===== config.mk =====
export PLATFORM = sky130hd
export DESIGN_NAME = connect_four_move_ctrl
export DESIGN_NICKNAME = d
export VERILOG_FILES = /design/src/rtl/connect_four_move_ctrl.sv
export SDC_FILE = /design/constraint.sdc
export NUM_CORES = 1
export LEC_CHECK = 0
export ABC_AREA = 0
export ABC_CLOCK_PERIOD_IN_PS = 2600
export BUFFER_PORTS_ARGS = -buffer_cell sky130_fd_sc_hd__buf_2
export CORE_UTILIZATION = 52
export DETAILED_ROUTE_END_ITERATION = 7
export PLACE_DENSITY = 0.77
export SLEW_MARGIN = 30
export SYNTH_ARGS = -nofsm -noshare
export SYNTH_HDL_FRONTEND = slang
export SYNTH_SLANG_ARGS = --single-unit
export TNS_END_PERCENT = 20

===== constraint.sdc =====
create_clock -name clk_25MHz -period 2.6 [get_ports clk_25MHz]
set_clock_uncertainty 0.05 [all_clocks]
set_input_delay 0.26 -clock clk_25MHz [delete_from_list [all_inputs] [get_ports clk_25MHz]]
set_output_delay 0.26 -clock clk_25MHz [all_outputs]
set_load 0.02 [all_outputs]

===== src/rtl/connect_four_move_ctrl.sv =====
// Connect-four cursor and drop controller: one button command per frame, column scan, piece write.
// Drop: scan k+1 cycles, write at T+2+k, check_start at T+3+k; presses while busy wait as pending bits.
module connect_four_move_ctrl (
    input  logic       clk_25MHz,
    input  logic       rst,
    input  logic       move_left,
    input  logic       move_right,
    input  logic       drop_piece,
    input  logic       frame_start,
    input  logic       game_over,
    output logic [5:0] rd_addr,
    input  logic [1:0] rd_data,
    output logic       wr_en,
    output logic [5:0] wr_addr,
    output logic [1:0] wr_data,
    output logic [2:0] current_col,
    output logic [1:0] current_player,
    output logic       check_start,
    output logic [5:0] last_addr,
    output logic       busy
);

    typedef enum logic [1:0] {IDLE, SCAN, PLACE, NOTIFY} state_t;

    state_t     r_state;
    logic [2:0] r_sync1;    // bit0 left, bit1 right, bit2 drop
    logic [2:0] r_sync2;
    logic [2:0] r_prev;
    logic [1:0] r_arm_cnt;
    logic [2:0] r_pend;
    logic [2:0] r_k;
    logic [2:0] w_edge;

    // Edges are masked until the edge detector has seen real button levels, so a
    // button held through reset release does not look like a fresh press.
    assign w_edge  = r_sync2 & ~r_prev & {3{r_arm_cnt == 2'd3}};
    assign rd_addr = (r_state == SCAN) ? {r_k, current_col} : {3'b000, current_col};

    always_ff @(posedge clk_25MHz) begin
        if (rst) begin
            r_state        <= IDLE;
            r_sync1        <= 3'b000;
            r_sync2        <= 3'b000;
            r_prev         <= 3'b000;
            r_arm_cnt      <= 2'd0;
            r_pend         <= 3'b000;
            r_k            <= 3'd0;
            current_col    <= 3'd3;
            current_player <= 2'b01;
            wr_en          <= 1'b0;
            wr_addr        <= 6'd0;
            wr_data        <= 2'b00;
            check_start    <= 1'b0;
            last_addr      <= 6'd0;
            busy           <= 1'b0;
        end else begin
            r_sync1 <= {drop_piece, move_right, move_left};
            r_sync2 <= r_sync1;
            r_prev  <= r_sync2;
            if (r_arm_cnt != 2'd3) begin
                r_arm_cnt <= r_arm_cnt + 2'd1;
            end
            wr_en       <= 1'b0;
            check_start <= 1'b0;
            r_pend      <= r_pend | w_edge;

            case (r_state)
                IDLE: begin
                    if (game_over) begin
                        r_pend <= 3'b000;
                    end else if (frame_start) begin
                        if (r_pend[2]) begin
                            r_pend  <= (r_pend & 3'b011) | w_edge;
                            r_k     <= 3'd0;
                            r_state <= SCAN;
                            busy    <= 1'b1;
                        end else if (r_pend[0] && r_pend[1]) begin
                            r_pend <= w_edge;
                        end else if (r_pend[0]) begin
                            r_pend      <= (r_pend & 3'b110) | w_edge;
                            current_col <= current_col - 3'd1;
                        end else if (r_pend[1]) begin
                            r_pend      <= (r_pend & 3'b101) | w_edge;
                            current_col <= current_col + 3'd1;
                        end
                    end
                end
                SCAN: begin
                    if (game_over) begin
                        r_state <= IDLE;
                        busy    <= 1'b0;
                        r_k     <= 3'd0;
                    end else if (rd_data == 2'b00) begin
                        wr_addr <= rd_addr;
                        wr_data <= current_player;
                        wr_en   <= 1'b1;
                        r_state <= PLACE;
                    end else if (r_k == 3'd7) begin
                        r_state <= IDLE;
                        busy    <= 1'b0;
                        r_k     <= 3'd0;
                    end else begin
                        r_k <= r_k + 3'd1;
                    end
                end
                PLACE: begin
                    check_start    <= 1'b1;
                    last_addr      <= wr_addr;
                    current_player <= ~current_player;
                    r_k            <= 3'd0;
                    r_state        <= NOTIFY;
                end
                NOTIFY: begin
                    r_state <= IDLE;
                    busy    <= 1'b0;
                end
                default: begin
                    r_state <= IDLE;
                    busy    <= 1'b0;
                end
            endcase
        end
    end

endmodule


==> flow_metrics.tcl, run 1 <==
set metrics [dict create \
    ios 37 \
    period_share_pct 82.3 \
    cp-start-kind "flop" \
    die_height_um 58.8 \
    synth.largest_area_cell "dfxtp_1" \
    drc_errors 0 \
    clock_latency_ps 350 \
    crit_type "reg2reg" \
    cp_max_fo 5 \
    grtUsageMet2_pct 37.0 \
    dr.first_iter.drc_count 60 \
    root_buffer "clkbuf_4" \
    syn_nets 192 \
    hold_viol 0 \
    end_kind "flop" \
    num_vias 1316 \
    synthArstFlopShare_pct 0 \
    cts.sinks 41 \
    yosysUniqueCellTypes 36 \
    antenna_found_initial 0 \
    grt_max_degree 27 \
    crit_family "simple AND/OR/NAND/NOR gates" \
    yosys_warnings 0 \
    post_drt_wl_per_cell_um 12.5 \
    synthCells 179 \
    syn_to_final_growth_pct 14.0 \
    ys_seq_area_share_pct 49.0 \
    first_pass_iters 4 \
    hpwl_mm 2.32 \
    top_usage_layer "met2" \
    max_freq_mhz 467 \
    grt_setup_unrepaired "false" \
    maxSlewHeadroom_pct 54.1 \
    portBuffers 36 \
    synth_flop_cell "dfxtp_1" \
    grt_pass1_wl_mm 5.20 \
    period_needed_ps 2140 \
    drive_gt1_share_pct 23.8 \
    tritoncts "yes" \
    die_w_um 58.8 \
    finalPower_mw 1.00 \
    crit_buf_inv 1 \
    gp_congestion 0.721 \
    cpMaxStageDelayCell "or3b_2" \
    yosys-top-cells-area "dfxtp_1 (49%), nor2b_1 (5.2%), a21oi_1 (4.8%)" \
    ff_latch_area_um2 821 \
    cp.required_ps 2780 \
    p_leak_nw 0.786 \
    post_cts_buffers 0 \
    cts_buffer_depth 2 \
    synth.most_common_cell "dfxtp_1" \
    routed_via_density 5.10 \
    grt_pass1_vias 1261 \
    drv_cap 0 \
    path_clk_slew_ps 120 \
    grt_use_met3_pct 4.62 \
    htree_levels 2 \
    synth_common_cells "dfxtp_1 (41), a21oi_1 (16), nand2_1 (16)" \
    gr-total-overflow 0 \
    routed_wl_mm 3.22 \
    multi_input_area_um2 761 \
    post_cts_resized 0 \
    core_mm2 0.00305 \
    grtUsageTotal_pct 20.4 \
    tightest_slew_ps 679 \
    ctsHoldBuffers 0 \
    finalSetupTns_ps 0 \
    cts_made_buffers 5 \
    status "finished, final reports clean" \
    powerDensity_mw_per_mm2 523 \
    hold_class "in2reg" \
    die_area_mm2 0.00345 \
    avgSynthCellArea_um2 9.36 \
    diodes 0 \
    syn_area_mm2 0.00168 \
    nets 226 \
    ant_nets 0 \
    start_util_pct 54.9 \
    grt_util_met1_pct 22.1 \
    synth_seq_cells 41 \
    ir_drop_v 0.000367 \
    row_count 20 \
    holdWs_ps 73.1 \
    worstPathArrival_ps 2320 \
    synth_top_area_share_pct 49.0 \
    setup_viol 0 \
    num-fill-cells 288 \
    synth-edff-count 0 \
    crit_chain "inv_1, fa_1, or3b_2, a211oi_1, mux2_2" \
    drv_slew 0 \
    slowest_delay_ps 450 \
]
[through the flow]
step | instance area (um^2) | setup slack (ps) | utilization, % | cells
2_1_floorplan | 1680 | 418 | - | 179
3_3_place_gp | 1860 | 557 | 61.0 | 250
3_5_place_dp | 1860 | 497 | 61.0 | 250
4_1_cts | 1910 | 465 | 62.6 | 258
5_1_grt | 1910 | 377 | 62.6 | 258
6_report | 1910 | 461 | 62.6 | 258
[sequential cells by signal, summed over array words and instances (netlist names), named ones only]
| name | cells |
|---|---|
| r_sync2 | 3 |
| r_sync1 | 3 |
| wr_en | 1 |
| r_arm_cnt | 2 |
| current_col | 3 |
| r_prev | 3 |
| current_player | 2 |
| r_pend | 3 |
| r_state | 1 |
| r_k | 3 |
| wr_data | 2 |
| check_start | 1 |
| busy | 1 |
| wr_addr | 6 |
| last_addr | 6 |
[per-layer routing]
layer,part of all wire [%],wire length (um),vias to the layer above
li1,-,-,672
met3,3.6,115,5
met5,0,0,-
met2,52,1660,29
met1,44,1410,610
met4,1.2,40,0
[worst paths after layout]
path                                    start                          end  slack (ps)  cells after the start
setup / recovery  current_col[0]$_SDFFE_PP1P_  current_col[2]$_SDFFE_PP0P_         460                      5
hold / removal                      move_left        r_sync1[0]$_SDFF_PP0_          70                      2
setup reg to reg  current_col[0]$_SDFFE_PP1P_  current_col[2]$_SDFFE_PP0P_         460                      5
hold reg to reg         r_sync1[2]$_SDFF_PP0_        r_sync2[2]$_SDFF_PP0_         400                      1
[kinds of logic (layout without fill, tap and decap cells)]
group | after synthesis | count (layout) | share of synthesized area, %
buf+inv | 18 | 53 | 5.60
fa+ha+maj | 4 | 4 | 3.44
compound gates | 36 | 36 | 13.7
simple gates | 70 | 70 | 22.6
flops | 41 | 41 | 49.0
mux | 6 | 6 | 3.66
xor+xnor | 4 | 4 | 2.09
[cell usage in the layout (no fill, tap or decap)]
cell type and count:
buf_4 3, xor2_1 1, nand3_1 8, buf_2 36, clkbuf_4 5, a21bo_2 1
inv_1 6, or3_4 1, nand2b_1 5, a32o_1 1, a21oi_1 16, clkbuf_1 3
and2_1 3, ha_1 3, a211oi_1 2, nor4b_1 1, or3b_2 1, xnor2_1 3
mux2_2 1, a211o_4 1, o21ai_0 9, nor3_2 2, a21o_1 1, a41oi_1 1
dfxtp_1 41, fa_1 1, nand2_1 16, a32oi_1 2, a2111oi_0 1, or4b_1 1
nand3b_1 2, o2bb2ai_1 1, mux2i_1 5, nor2_1 15, nor2b_1 14, nor4bb_1 1
[layout make-up]
type / instances / share of cell area (%)
clock buffer: 8 / 2.55
inverter: 6 / 1.18
multi-input combinational: 120 / 39.8
sequential: 41 / 43.0
tap: 44 / 2.88
timing repair buffer: 39 / 10.6
[where the power goes]
part	internal, mW	switching [mW]
Combinational	0.0235	0.0329
Sequential	0.641	0.00645
Clock	0.108	0.188
Total	0.772	0.228
Note: power is estimated with default switching activity, not from simulation.
==> inputs of run 2 (changes only) <==
- ABC_AREA: 0 -> 1
- ABC_CLOCK_PERIOD_IN_PS: 2600 -> 2000
- CORE_UTILIZATION: 52 -> 53
- PLACE_DENSITY: 0.77 -> 0.78
- clock period: 2.6 -> 2 ns (I/O delays scaled with it)
==> flow_metrics.tcl, run 2 <==
set metrics [dict create \
    num_vias 1427 \
    tightest_slew_ps 405 \
    first_pass_iters 4 \
    grt_pass1_wl_mm 5.10 \
    synth_top_area_share_pct 48.5 \
    routed_via_density 4.80 \
    hpwl_mm 2.16 \
    grt_max_degree 20 \
    synth_seq_cells 41 \
    max_freq_mhz 686 \
    cts_made_buffers 5 \
    period_needed_ps 1460 \
    setup_viol 0 \
    clock_latency_ps 330 \
    avgSynthCellArea_um2 7.87 \
    diodes 0 \
    post_drt_wl_per_cell_um 10.4 \
    slowest_delay_ps 480 \
    die_area_mm2 0.00342 \
    row_count 20 \
    cts.sinks 41 \
    root_buffer "clkbuf_4" \
    holdWs_ps 125 \
    dr.first_iter.drc_count 56 \
    synthArstFlopShare_pct 0 \
    yosys_warnings 0 \
    nets 266 \
    drive_gt1_share_pct 22.5 \
    hold_class "in2reg" \
    worstPathArrival_ps 1210 \
    yosys-top-cells-area "dfxtp_1 (49%), nor2_1 (10%), nand2_1 (8.0%)" \
    routed_wl_mm 3.08 \
    cpMaxStageDelayCell "dfxtp_1" \
    cp_max_fo 5 \
    portBuffers 36 \
    gr-total-overflow 0 \
    yosysUniqueCellTypes 29 \
    status "finished, final reports clean" \
    tritoncts "yes" \
    crit_chain "nand2_4, nor2_1, buf_2" \
    core_mm2 0.00303 \
    drc_errors 0 \
    reg.largest.list "last_addr x6, wr_addr x6" \
    syn_to_final_growth_pct 16.4 \
    grt_pass1_vias 1212 \
    start_util_pct 55.9 \
    cts_buffer_depth 2 \
    ys_seq_area_share_pct 48.5 \
    ios 37 \
    num-fill-cells 261 \
    post_cts_buffers 0 \
    synth.largest_area_cell "dfxtp_1" \
    end_kind "output port" \
    die_height_um 58.5 \
    drv_slew 0 \
    ctsHoldBuffers 1 \
    powerDensity_mw_per_mm2 728 \
    post_cts_resized 0 \
    gp_congestion 0.815 \
    synth_flop_cell "dfxtp_1" \
    hold_viol 0 \
    ir_drop_v 0.000727 \
    fin_util_pct 65.0 \
    ant_nets 0 \
    syn_area_mm2 0.00169 \
    die_w_um 58.5 \
    syn_nets 228 \
    synth.most_common_cell "nor2_1" \
    mostFrequentLayoutCells "nor2_1 (46), dfxtp_1 (41), nand2_1 (36), buf_2 (36), inv_1 (26)" \
    crit_type "reg2out" \
    maxSlewHeadroom_pct 72.9 \
    htree_levels 2 \
    layout_commonest_cell "nor2_1" \
    drv_cap 0 \
    period_share_pct 72.9 \
    synth_common_cells "nor2_1 (46), dfxtp_1 (41), nand2_1 (36)" \
    antenna_found_initial 0 \
    synth-edff-count 0 \
    crit_buf_inv 1 \
    cp-start-kind "flop" \
    grtUsageTotal_pct 19.8 \
    critPathLaunch "r_state[0]$_SDFFE_PP0P_" \
    p_leak_nw 1.00 \
    synthCells 215 \
    grt_setup_unrepaired "false" \
    min-delay-start "rst" \
    finalSetupTns_ps 0 \
    path_clk_slew_ps 120 \
    cp.required_ps 1750 \
    crit_family "flip-flops" \
]
## run 2: changes by cell type in the layout (fill, tap and decap cells not counted), sizes merged, moves of 3 or more
cell	delta
a21oi	-4
and2	-3
clkbuf	-3
dlygate4sd3	+3
inv	+21
mux2i	-5
nand2	+22
nand2b	-5
nor2	+34
nor2b	-14
o21ai	+9
## run 2: power breakdown
group | switching [mW] | internal (mW)
combinational | 0.0481 | 0.0339
sequential | 0.0105 | 0.837
clock | 0.250 | 0.255
## run 2: worst paths after layout
kind / endpoint / slack (ps) / cells after the start
setup / recovery: rd_addr[5] / 540 / 3
hold / removal: current_col[0]$_SDFFE_PP1P_ / 130 / 3
setup reg to reg: current_player[1]$_SDFFE_PP0P_ / 590 / 5
hold reg to reg: r_sync2[2]$_SDFF_PP0_ / 360 / 2
## run 2: kinds of logic after synthesis
| group | count (synthesis) | share of synthesized area (%) |
|---|---|---|
| compound gates | 31 | 10.4 |
| buf+inv | 38 | 10.9 |
| flops | 41 | 48.5 |
| fa+ha+maj | 4 | 3.40 |
| xor+xnor | 3 | 1.55 |
| simple gates | 98 | 25.1 |
## run 2: layout make-up
class	count	area [um^2]	share of cell area (%)
tap	44	55.1	2.80
inverter	28	110	5.59
clock inverter	2	35.0	1.78
timing repair buffer	41	225	11.4
clock buffer	5	37.5	1.91
multi-input combinational	136	686	34.8
sequential	41	821	41.7
## run 2: stage by stage
stage | instances | total power, mW | instance area [um^2] | setup slack [ps]
after floorplan | 215 | 0.919 | 1690 | 556
final | 297 | 1.43 | 1970 | 543
after CTS | 295 | 1.44 | 1950 | 521
after global routing | 297 | 1.50 | 1970 | 456
after global placement | 287 | 0.941 | 1870 | 690
after detailed placement | 287 | 0.944 | 1870 | 636
## run 2: routing by layer
layer,wire [um],GRT usage [%],vias to the layer above
met5,0,0,-
met4,34,9.86,0
met3,125,4.62,5
met2,1540,33.5,30
met1,1380,23.7,649
li1,-,-,743
## run 2: worst reg2reg max path, stage by stage (launching register included)
cell and delay [ps]:
dfxtp_1 380, inv_1 90, nor2_1 330, inv_2 200, o21ai_0 190, a21oi_1 60
==> inputs of run 3 (changes only) <==
- ABC_AREA: 1 -> 0
- ABC_CLOCK_PERIOD_IN_PS: 2000 -> 1380
- CORE_UTILIZATION: 53 -> 52
- PLACE_DENSITY: 0.78 -> 0.77
- clock period: 2 -> 1.38 ns (I/O delays scaled with it)
==> flow_metrics.tcl, run 3 (same netlist as run 1, synthesis figures left out) <==
set metrics [dict create \
    status "complete, but fails checks" \
    violations "negative setup slack" \
    setup_ws_ps -471 \
    cpMaxStageDelayCell "fa_2" \
    tritoncts "yes" \
    cp_max_fo 2 \
    hold_viol 0 \
    powerDensity_mw_per_mm2 947 \
    clock_latency_ps 350 \
    start_util_pct 54.9 \
    ant_nets 0 \
    p_int_mw 1.70 \
    multi_input_area_um2 843 \
    finalPower_mw 2.17 \
    cts.sinks 41 \
    path_clk_slew_ps 120 \
    drc_errors 0 \
    grt_pass1_vias 1397 \
    row_count 20 \
    root_buffer "clkbuf_4" \
    reg2reg_slack_ps -470 \
    period_needed_ps 1850 \
    grt_max_degree 21 \
    p_seq_share_pct 56.0 \
    portBuffers 36 \
    ios 37 \
    tightest_slew_ps 418 \
    antenna_found_initial 0 \
    routed_wl_mm 3.91 \
    num-fill-cells 229 \
    max_freq_mhz 540 \
    layout_commonest_cell "dfxtp_1" \
    grt_setup_unrepaired "true" \
    htree_levels 2 \
    reg.largest.list "last_addr x6, wr_addr x6" \
    syn_to_final_growth_pct 37.0 \
    gp_congestion 0.799 \
    first_pass_iters 4 \
    dr.first_iter.drc_count 47 \
    worstPathArrival_ps 2060 \
    cts_buffer_depth 2 \
    nets 253 \
    switchingPower_mw 0.468 \
    routed_via_density 5.27 \
    die_height_um 58.8 \
    clkPwrFrac_pct 37.4 \
    cts_made_buffers 5 \
    grt_pass1_wl_mm 5.81 \
    die_area_mm2 0.00345 \
    slowest_delay_ps 390 \
    hold-path-cell-count 2 \
    grtUsageTotal_pct 22.4 \
    end_kind "flop" \
    cp.required_ps 1590 \
    hold_path_end "wr_data[0]$_SDFFE_PP0P_" \
    period_share_pct 134 \
    crit_chain "inv_2, fa_2, or3b_4, a211oi_2, mux2_4" \
    maxSlewHeadroom_pct 71.4 \
    drive_gt1_share_pct 41.5 \
    hold_class "in2reg" \
    post_drt_wl_per_cell_um 13.7 \
    cp-start-kind "flop" \
    setup_viol 9 \
    mostFrequentLayoutCells "dfxtp_1 (34), buf_2 (33), buf_4 (21), nand2_1 (16), a21oi_1 (16)" \
    gr-total-overflow 0 \
    r2r_cells 5 \
    switching_share_pct 21.5 \
    core_mm2 0.00305 \
    placedCellCount 270 \
    crit-reg2reg-launch "r_pend[0]$_SDFF_PP0_" \
    fin_util_pct 75.2 \
    holdWs_ps 37.9 \
    crit_type "reg2reg" \
    num_vias 1503 \
    stdcell_count 285 \
    ff_latch_area_um2 835 \
    min-delay-start "rst" \
    drv_slew 0 \
    drv_cap 0 \
    p_comb_share_pct 6.7 \
    ir_drop_v 0.000988 \
    diodes 0 \
    hpwl_mm 2.59 \
    die_w_um 58.8 \
    p_leak_nw 0.962 \
    timing.rr.end "current_col[2]$_SDFFE_PP0P_" \
]
==> run 3: changes by cell type in the layout (fill, tap and decap cells not counted), sizes merged, moves of 9 or more <==
cell / change
buf: +25
inv: -21
nand2: -22
nor2: -34
nor2b: +14
o21ai: -9
==> run 3: area by class of cell <==
class,instances,share of cell area (%)
Multi-Input combinational cell,120,36.8
Sequential cell,41,36.4
Timing Repair Buffer,66,19.8
Clock buffer,7,2.40
Tap cell,44,2.40
Clock inverter,1,1.31
Inverter,6,0.981
==> run 3: critical path, delay by kind of cell (launching register included) <==
family / cells / cell delay (ps)
adder cells (fa/ha/maj): 1 / 390
multiplexers: 1 / 320
AND/OR/NAND/NOR: 1 / 380
flip-flops: 1 / 360
buffers and inverters: 1 / 40
AO/OA/AOI/OAI: 1 / 210
==> run 3: worst max path at each step <==
| stage | start | end | slack, ps | cells after the start |
|---|---|---|---|---|
| floorplan | current_col[1]$_SDFFE_PP1P_ | current_col[2]$_SDFFE_PP0P_ | -470 | 5 |
| detailed placement | r_pend[0]$_SDFF_PP0_ | current_col[2]$_SDFFE_PP0P_ | -470 | 5 |
| global placement | r_pend[0]$_SDFF_PP0_ | current_col[2]$_SDFFE_PP0P_ | -440 | 5 |
| CTS | r_pend[0]$_SDFF_PP0_ | current_col[2]$_SDFFE_PP0P_ | -460 | 5 |
| global route | r_pend[0]$_SDFF_PP0_ | current_col[2]$_SDFFE_PP0P_ | -520 | 5 |
| finish | r_pend[0]$_SDFF_PP0_ | current_col[2]$_SDFFE_PP0P_ | -470 | 5 |
==> run 3: routing by layer <==
| layer | part of all wire [%] | vias to the layer above | track usage [%] |
|---|---|---|---|
| li1 | - | 727 | - |
| met1 | 41 | 719 | 23.5 |
| met2 | 53 | 50 | 40.4 |
| met3 | 4.7 | 7 | 7.69 |
| met4 | 1.8 | 0 | 9.52 |
| met5 | 0 | - | 0 |
==> run 3: power groups by stage <==
stage               sequential [mW]  combinational [mW]  clock [mW]
finish                         1.22               0.145       0.812
global route                   1.22               0.162       0.877
CTS                            1.22               0.139       0.834
detailed placement             1.24               0.129           0
global placement               1.24               0.120           0
floorplan                      1.24              0.0816           0
==> run 3: through the flow <==
stage,TNS (ps),setup WS (ps),instance area (um^2)
finish,-1330,-471,2290
global route,-1860,-520,2290
CTS,-1360,-456,2220
detailed placement,-1270,-473,2030
global placement,-734,-438,2030
floorplan,-944,-474,1700
==> run 3: what timing repair did <==
action | CTS | global route
buffers inserted | 4 | 0
pin swaps | 3 | 3
hold buffers | 3 | 0
cloned | 0 | 0
endpoints found under the setup margin | 11 | 21
resized for setup | 13 | 17
endpoints found under the hold margin | 3 | 0
